===== config.mk =====
export PLATFORM = sky130hd
export DESIGN_NAME = dmem_arbiter
export DESIGN_NICKNAME = d
export VERILOG_FILES = /design/src/rtl/dmem_arbiter.sv
export SDC_FILE = /design/constraint.sdc
export NUM_CORES = 1
export LEC_CHECK = 0
export ABC_AREA = 0
export BUFFER_PORTS_ARGS = -buffer_cell sky130_fd_sc_hd__buf_2
export CORE_AREA = 2 2 122 124
export CTS_CLUSTER_SIZE = 25
export DETAILED_ROUTE_END_ITERATION = 12
export DIE_AREA = 0 0 124 126
export GPL_TIMING_DRIVEN = 0
export PLACE_DENSITY_LB_ADDON = 0.12
export SETUP_SLACK_MARGIN = 0.3
export SYNTH_ARGS = -nofsm -noshare
export SYNTH_HDL_FRONTEND = slang
export SYNTH_SLANG_ARGS = --single-unit

===== constraint.sdc =====
create_clock -name clk -period 5.6 [get_ports clk]
set_input_delay 1.4 -clock clk [delete_from_list [all_inputs] [get_ports clk]]
set_output_delay 1.4 -clock clk [all_outputs]
set_load 0.01 [all_outputs]

===== src/rtl/dmem_arbiter.sv =====
// Two-port valid/ready arbiter in front of a word-wide data memory, with byte-lane steering and load extension.
// Optional feature: define DMEM_ARB_MISALIGN_CHK_EN to flag misaligned or illegal-size accesses as errors.
module dmem_arbiter #(
    parameter int ADDR_WIDTH = 15,
    parameter int DATA_WIDTH = 32
) (
    input  logic                  clk,
    input  logic                  rst_n,
    input  logic                  m0_req_valid,
    output logic                  m0_req_ready,
    input  logic                  m0_we,
    input  logic [1:0]            m0_size,
    input  logic                  m0_unsigned,
    input  logic [31:0]           m0_addr,
    input  logic [DATA_WIDTH-1:0] m0_wdata,
    output logic                  m0_rsp_valid,
    input  logic                  m0_rsp_ready,
    output logic [DATA_WIDTH-1:0] m0_rdata,
    output logic                  m0_rsp_err,
    input  logic                  m1_req_valid,
    output logic                  m1_req_ready,
    input  logic                  m1_we,
    input  logic [1:0]            m1_size,
    input  logic                  m1_unsigned,
    input  logic [31:0]           m1_addr,
    input  logic [DATA_WIDTH-1:0] m1_wdata,
    output logic                  m1_rsp_valid,
    input  logic                  m1_rsp_ready,
    output logic [DATA_WIDTH-1:0] m1_rdata,
    output logic                  m1_rsp_err,
    output logic                  mem_we,
    output logic [3:0]            mem_be,
    output logic [2:0]            mem_op_read,
    output logic [31:0]           mem_addr,
    output logic [DATA_WIDTH-1:0] mem_wdata,
    input  logic [DATA_WIDTH-1:0] mem_rdata
);

    localparam logic [31:0] ADDR_MASK = (ADDR_WIDTH >= 32) ? 32'hFFFF_FFFF
                                      : ((32'd1 << ADDR_WIDTH) - 32'd1);

    typedef enum logic [1:0] {
        S_IDLE   = 2'd0,
        S_ACCESS = 2'd1,
        S_RESP   = 2'd2
    } state_t;

    // size 2'b11 behaves as a word whenever it is not flagged as an error
    function automatic logic [1:0] eff_size(input logic [1:0] s);
        return (s == 2'b11) ? 2'b10 : s;
    endfunction

    function automatic logic [3:0] lane_be(input logic [1:0] s, input logic [1:0] a);
        case (eff_size(s))
            2'b00:   return 4'b0001 << a;
            2'b01:   return 4'b0011 << {a[1], 1'b0};
            default: return 4'b1111;
        endcase
    endfunction

    function automatic logic [31:0] lane_wdata(input logic [1:0] s, input logic [31:0] d);
        case (eff_size(s))
            2'b00:   return {4{d[7:0]}};
            2'b01:   return {2{d[15:0]}};
            default: return d;
        endcase
    endfunction

    function automatic logic [31:0] load_ext(input logic [1:0] s, input logic u,
                                             input logic [1:0] a, input logic [31:0] w);
        logic [31:0] sh;
        case (eff_size(s))
            2'b00: begin
                sh = w >> {a, 3'b000};
                return u ? {24'd0, sh[7:0]} : {{24{sh[7]}}, sh[7:0]};
            end
            2'b01: begin
                sh = w >> {a[1], 4'b0000};
                return u ? {16'd0, sh[15:0]} : {{16{sh[15]}}, sh[15:0]};
            end
            default: return w;
        endcase
    endfunction

`ifdef DMEM_ARB_MISALIGN_CHK_EN
    function automatic logic misalign(input logic [1:0] s, input logic [1:0] a);
        return (s == 2'b11) || ((s == 2'b01) && a[0]) || ((s == 2'b10) && (a != 2'b00));
    endfunction
`endif

    state_t          state_q, state_d;
    logic            last_grant_q, last_grant_d;
    logic            owner_q;
    logic [31:0]     rdata_q, rdata_d;
    logic            rsp_err_q, rsp_err_d;
    logic            we_q, uns_q;
    logic [1:0]      size_q;
    logic [31:0]     addr_q, wdata_q;
    logic            grant, winner, acc_err, own_rsp_ready;
    logic [31:0]     word_addr;

    assign word_addr     = {2'b00, addr_q[31:2]} & ADDR_MASK;
    assign own_rsp_ready = owner_q ? m1_rsp_ready : m0_rsp_ready;

`ifdef DMEM_ARB_MISALIGN_CHK_EN
    assign acc_err = misalign(size_q, addr_q[1:0]);
`else
    assign acc_err = 1'b0;
`endif

    always_comb begin
        state_d      = state_q;
        last_grant_d = last_grant_q;
        rdata_d      = rdata_q;
        rsp_err_d    = rsp_err_q;
        grant        = 1'b0;
        winner       = 1'b0;
        m0_req_ready = 1'b0;
        m1_req_ready = 1'b0;
        mem_we       = 1'b0;
        mem_be       = 4'b0000;
        mem_addr     = 32'd0;
        mem_wdata    = '0;
        case (state_q)
            S_IDLE: begin
                if (m0_req_valid || m1_req_valid) begin
                    grant        = 1'b1;
                    // on a tie the port that did not win last time goes first
                    winner       = (m0_req_valid && m1_req_valid) ? ~last_grant_q : m1_req_valid;
                    m0_req_ready = ~winner;
                    m1_req_ready = winner;
                    last_grant_d = winner;
                    state_d      = S_ACCESS;
                end
            end
            S_ACCESS: begin
                mem_addr  = word_addr;
                mem_wdata = lane_wdata(size_q, wdata_q);
                if (!acc_err) begin
                    mem_we = we_q;
                    mem_be = lane_be(size_q, addr_q[1:0]);
                end
                rdata_d   = (we_q || acc_err) ? 32'd0
                          : load_ext(size_q, uns_q, addr_q[1:0], mem_rdata);
                rsp_err_d = acc_err;
                state_d   = S_RESP;
            end
            S_RESP: begin
                if (own_rsp_ready) state_d = S_IDLE;
            end
            default: state_d = S_IDLE;
        endcase
    end

    always_ff @(posedge clk or negedge rst_n) begin
        if (!rst_n) begin
            state_q      <= S_IDLE;
            last_grant_q <= 1'b1;
            owner_q      <= 1'b0;
            rdata_q      <= 32'd0;
            rsp_err_q    <= 1'b0;
        end else begin
            state_q      <= state_d;
            last_grant_q <= last_grant_d;
            rdata_q      <= rdata_d;
            rsp_err_q    <= rsp_err_d;
            if (grant) owner_q <= winner;
        end
    end

    // Request fields are pure data; they are only consumed after a grant reloads them.
    always_ff @(posedge clk) begin
        if (grant) begin
            we_q    <= winner ? m1_we       : m0_we;
            size_q  <= winner ? m1_size     : m0_size;
            uns_q   <= winner ? m1_unsigned : m0_unsigned;
            addr_q  <= winner ? m1_addr     : m0_addr;
            wdata_q <= winner ? m1_wdata    : m0_wdata;
        end
    end

    assign mem_op_read  = 3'b010;
    assign m0_rsp_valid = (state_q == S_RESP) && !owner_q;
    assign m1_rsp_valid = (state_q == S_RESP) &&  owner_q;
    assign m0_rdata     = owner_q ? 32'd0 : rdata_q;
    assign m1_rdata     = owner_q ? rdata_q : 32'd0;
    assign m0_rsp_err   = rsp_err_q & ~owner_q;
    assign m1_rsp_err   = rsp_err_q &  owner_q;

endmodule


-- Word-level counts from Yosys, hierarchy flattened
Cells that the tools add are included.
- bits in registers: 89
- eq/ne operators: 6
- shift operators: 4
- muxes and demuxes: 29
- bitwise operators: 2
- reductions and logical operators: 9
- operators with widths (cell ; count):
    $mux W32 ; 7
    $pmux W32 S2 ; 2
    $shr A32 B5 Y16 ; 1
    $shr A32 B5 Y8 ; 1
    $mux W17 ; 1
    $mux W15 ; 1
    $mux W1 ; 11
    $mux W2 ; 4
    $pmux W4 S2 ; 1
    $pmux W2 S3 ; 1
    $eq A2 B1 Y1 const B ; 2
    $eq A2 B2 Y1 const B ; 2
    $logic_not A2 Y1 ; 2
    $mux W4 ; 1
    $ne A2 B2 Y1 const B ; 2
    $reduce_and A2 Y1 ; 2
    $shl A1 B2 Y4 const A ; 1
    $shl A2 B2 Y4 const A ; 1
    $logic_and A1 B1 Y1 ; 3
    $not A1 Y1 ; 2
    $logic_not A1 Y1 ; 1
    $logic_or A1 B1 Y1 ; 1

-- Depth between registers and ports, before layout
- depth after elaboration: 5
- gate-level depth with buffers: 5
- depth with buffers taken out: 3

-- Worst setup path before layout
Ideal clock, no wire load.
- path kind: input to output
- start point: in m1_req_valid
- end point: out m1_req_ready
- arrival time: 1.953 ns
- data required time: 4.200 ns
- slack: 2.247 ns
- cell stages on the path: 3
- buffers on the path: 1
- cells stage by stage: a21boi_0 > and2_1 > buf_2
- cells in the longest elaborated chain, start to end: 4
- RTL lines (what ; RTL line ; source):
    start: declaration ; 20 ; input logic m1_req_valid,
    $logic_and A1 B1 Y1 ; 129 ; winner = (m0_req_valid && m1_req_valid) ? ~last_grant_q : m1_req_valid;
    $mux W1 ; 129 ;
    $mux W1 * ; 126 ; if (m0_req_valid || m1_req_valid) begin
    $mux W1 * ; 124 ; case (state_q)
    end: declaration ; 21 ; output logic m1_req_ready,
Mark *: on every way between the ends. The rest lies on a longest branch, timed or not.

-- Worst setup path after layout
- start point: in m0_req_valid
- end point: out m1_req_ready
- cells in the longest elaborated chain, start to end: 4
- RTL lines (what ; RTL line ; source):
    start: declaration ; 9 ; input logic m0_req_valid,
    $logic_and A1 B1 Y1 ; 129 ;
    $mux W1 ; 129 ;
    $mux W1 * ; 126 ;
    $mux W1 * ; 124 ;
Marks and branches as above.

==> results.rst <==
.. list-table::
   :header-rows: 1

   * - Metric
     - Value
   * - Outcome
     - complete, no violations
   * - Worst Path Required
     - 4.20 ns
   * - Power per cell area
     - 461 nW/um^2
   * - Worst-case setup slack after placement
     - 1.90 ns
   * - Synthesis-to-finish area growth
     - 34.7%
   * - CP most frequent cell
     - buf_2
   * - Via count of the first global-routing pass
     - 4,891
   * - Top Family by Delay on Critical Path
     - buffers and inverters
   * - Cells taking the most area after synthesis
     - edfxtp_1 (29%), dfrtp_1 (16%), mux2_2 (13%)
   * - Number of buffers created by CTS
     - 9
   * - Area of the mapped netlist
     - 5560 um^2
   * - Worst-path cell chain
     - buf_2 > a21boi_0 > and2_1 > buf_2 > buf_2
   * - Hold buffers post-CTS
     - 0
   * - Count of maximum capacitance violations
     - 0
   * - Antenna fix cells
     - 0
   * - Row Count
     - 44
   * - Floorplan die width
     - 124 um
   * - Gr usage total
     - approximately 22%
   * - Startpoint kind of the worst setup timing path
     - input port
   * - Kind of capture point of the worst setup path
     - primary output
   * - Combined area of the multi-input logic cells
     - around 2700 um^2
   * - Kind of critical path
     - in2out
   * - Crit share post-route
     - 66.1%
   * - Buffer and inverter count on the worst path
     - 3
   * - Arrival time of the worst setup path
     - 2.30 ns
   * - Slowest library cell on the worst path
     - buf_2
   * - Number of nets with antenna violations after detailed routing
     - 0
   * - Number of max-slew violations in the final report
     - 0
   * - Max incr delay on CP
     - 0.24 ns
   * - Placed wire-length estimate
     - around 14,000 um
   * - Worst-case vdd ir drop
     - 0.205 mV
   * - Leading area contributor after synthesis
     - edfxtp_1
   * - Vias
     - 5,124
   * - Pin count of the biggest net entering global routing
     - 37
   * - Die height
     - 126 um
   * - Global-route wire length before repair
     - 25,700 um
   * - Min setup slack post-route
     - 1.90 ns
   * - Number of search-and-repair iterations in the first detailed-routing pass
     - 4
   * - Tightest Hold Check Type
     - reg2reg
   * - Source of the worst hold timing path
     - rdata_q[22]$_DFFE_PN0P_
   * - Largest driver fanout on the critical path
     - 10
   * - Pleak
     - 3.72 nW
   * - Setup repair after global routing missed its margin
     - no
   * - CTS tree
     - done
   * - DR WL/cell
     - 17.2 um
   * - Worst slew margin
     - 44.6%
   * - Final setup violating endpoints
     - 0
   * - Total wirelength of the detailed-routed design
     - 17,600 um
   * - Fraction of layout instances using a drive strength above 1
     - 47.3%
   * - Number of warnings reported in the yosys synthesis log
     - 0
   * - Post-CTS repair timing setup buffer count
     - 0
   * - FILL cells
     - roughly 1,300
   * - Std-Cell Core Area
     - between 10,000 and 15,000 um^2
   * - Number of levels in the clock H-tree
     - 3
   * - Number of hold violations in the final report
     - 0
   * - Flip-flop and latch count after synthesis
     - 89
   * - CTS-repair resized insts
     - 0
   * - CP startpoint
     - m0_req_valid
   * - Fin Clk Skew
     - 0.00374 ns
   * - Timing-limited maximum frequency
     - 270 MHz
   * - Final Util
     - 52.3%
   * - Count of different cell masters after synthesis
     - 39
   * - Post-route minimum period
     - 3.70 ns
   * - Initial core utilization
     - between 30% and 40%
   * - Final Net Count
     - 1,006
   * - Syn Inst Count
     - 537
   * - Number of I/O port buffers
     - 263
   * - Sum of negative setup slack
     - 0 ns
   * - Register area share after synthesis
     - 44.9%
   * - Clock transition at the register clock pins on the worst setup and hold paths after CTS
     - 0.07 ns
   * - Avg Vias per Cell
     - 5.02
   * - Worst R2R Start
     - state_q[1]$_DFFE_PN0P_
   * - Leading cell type in the layout, fill and taps excluded
     - buf_2
   * - Longest Clk Path Bufs
     - 2
   * - CTS root buffer
     - clkbuf_16
   * - Gp weighted congestion
     - 0.912
   * - Worst-skew pair later-pin latency
     - 0.35 ns
   * - DRC Markers
     - 0
   * - I/O pin total
     - 316
   * - # clock sinks
     - between 80 and 90
   * - Floorplan die area
     - roughly 16,000 um^2
   * - Least-Margin Pin Slew
     - 0.831 ns
   * - GRT Residual Overflow
     - 0
   * - Top cell type's share of synthesized area
     - 28.6%
   * - Sequential cell area in the final layout
     - 2490 um^2
   * - Initial antenna violation count
     - 0
   * - Most frequent cells in the layout
     - buf_2 (274), mux2_2 (63), and2_1 (56)
   * - Detailed router's first-iteration violation count
     - 303
   * - Post-Synthesis Mean Instance Area
     - 10.3 um^2
logic make-up (layout without fill, tap and decap cells):
logic type | after synthesis | count (layout) | synth area share [%]
other | 2 | 22 | 0.135
muxes | 87 | 87 | 17.3
buffers and inverters | 76 | 356 | 8.08
and+or+nand+nor | 214 | 214 | 21.6
DFF | 89 | 89 | 44.9
AOI/OAI and AO/OA | 69 | 69 | 7.97
sequential cells by signal (all words and copies together) (netlist names):
| signal | count |
|---|---|
| addr_q | 17 |
| uns_q | 1 |
| state_q | 2 |
| last_grant_q | 1 |
| wdata_q | 32 |
| we_q | 1 |
| rdata_q | 32 |
| size_q | 2 |
| owner_q | 1 |
cell usage after synthesis (all sizes together):
cell / count
nand4b: 1
mux2i: 23
or2: 2
nand3b: 2
nor2b: 37
nor3b: 10
nand2: 32
a21boi: 1
mux2: 63
a22o: 7
and3b: 1
nand3: 16
nor3: 2
edfxtp: 53
a21oi: 10
a21o: 2
a31oi: 7
nand4: 17
or3b: 1
conb: 2
a221oi: 8
and2: 56
a22oi: 8
inv: 12
clkbuf: 20
nand2b: 4
nor2: 33
o21ai: 25
dfrtp: 35
dfstp: 1
mux4: 1
buf: 44
a32o: 1
metal layers:
| layer | wire length [um] | track usage [%] | vias up |
|---|---|---|---|
| li1 | - | - | 2445 |
| met3 | 1380 | 4.12 | 32 |
| met5 | 0 | 0 | - |
| met1 | 6960 | 26.6 | 2390 |
| met4 | 484 | 8.59 | 0 |
| met2 | 8790 | 38.5 | 257 |
path summary, 6_finish.rpt:
kind,cells past startpoint,slack (ns),to
worst max-delay path,5,1.90,m1_req_ready
worst min-delay path,2,0.52,rdata_q[22]$_DFFE_PN0P_
worst max register to register,4,3.62,wdata_q[17]$_DFFE_PP_
worst min register to register,2,0.52,rdata_q[22]$_DFFE_PN0P_
max in group asynchronous,1,3.93,rdata_q[12]$_DFFE_PN0P_
min in group asynchronous,1,1.15,rdata_q[20]$_DFFE_PN0P_
power by group:
| part | internal (mW) | switching (mW) | leakage [nW] | total [mW] |
|---|---|---|---|---|
| Sequential | 0.991 | 0.148 | 0.978 | 1.14 |
| Clock | 0.309 | 0.280 | 0.135 | 0.588 |
| Combinational | 0.742 | 0.985 | 2.61 | 1.73 |
| Total | 2.04 | 1.41 | 3.72 | 3.45 |
layout make-up:
type                            instances  area share, %
Timing Repair Buffer                  264           17.9
Multi-Input combinational cell        392           35.9
Clock inverter                          7          0.819
Sequential cell                        89           33.3
Clock buffer                            9           3.01
Inverter                               12          0.602
Buffer                                 64           5.40
Tap cell                              184           3.08
through the flow:
step | hold WS [ns] | instance area (um^2) | total power, mW | cells
finish | 0.524 | 7480 | 3.45 | 1021
global route | 0.528 | 7480 | 3.68 | 1021
CTS | 0.521 | 7480 | 3.48 | 1021
detailed placement | 0.505 | 7200 | 2.89 | 1005
global placement | 0.497 | 7180 | 2.85 | 1004
floorplan | 0.458 | 5630 | 2.23 | 557
worst min-delay path: stages, from the launching register on:
cell     delay [ns]
dfrtp_1        0.35
nand2_1        0.05
nand4_1        0.08
No activity file was read; power rests on OpenSTA's default activity.
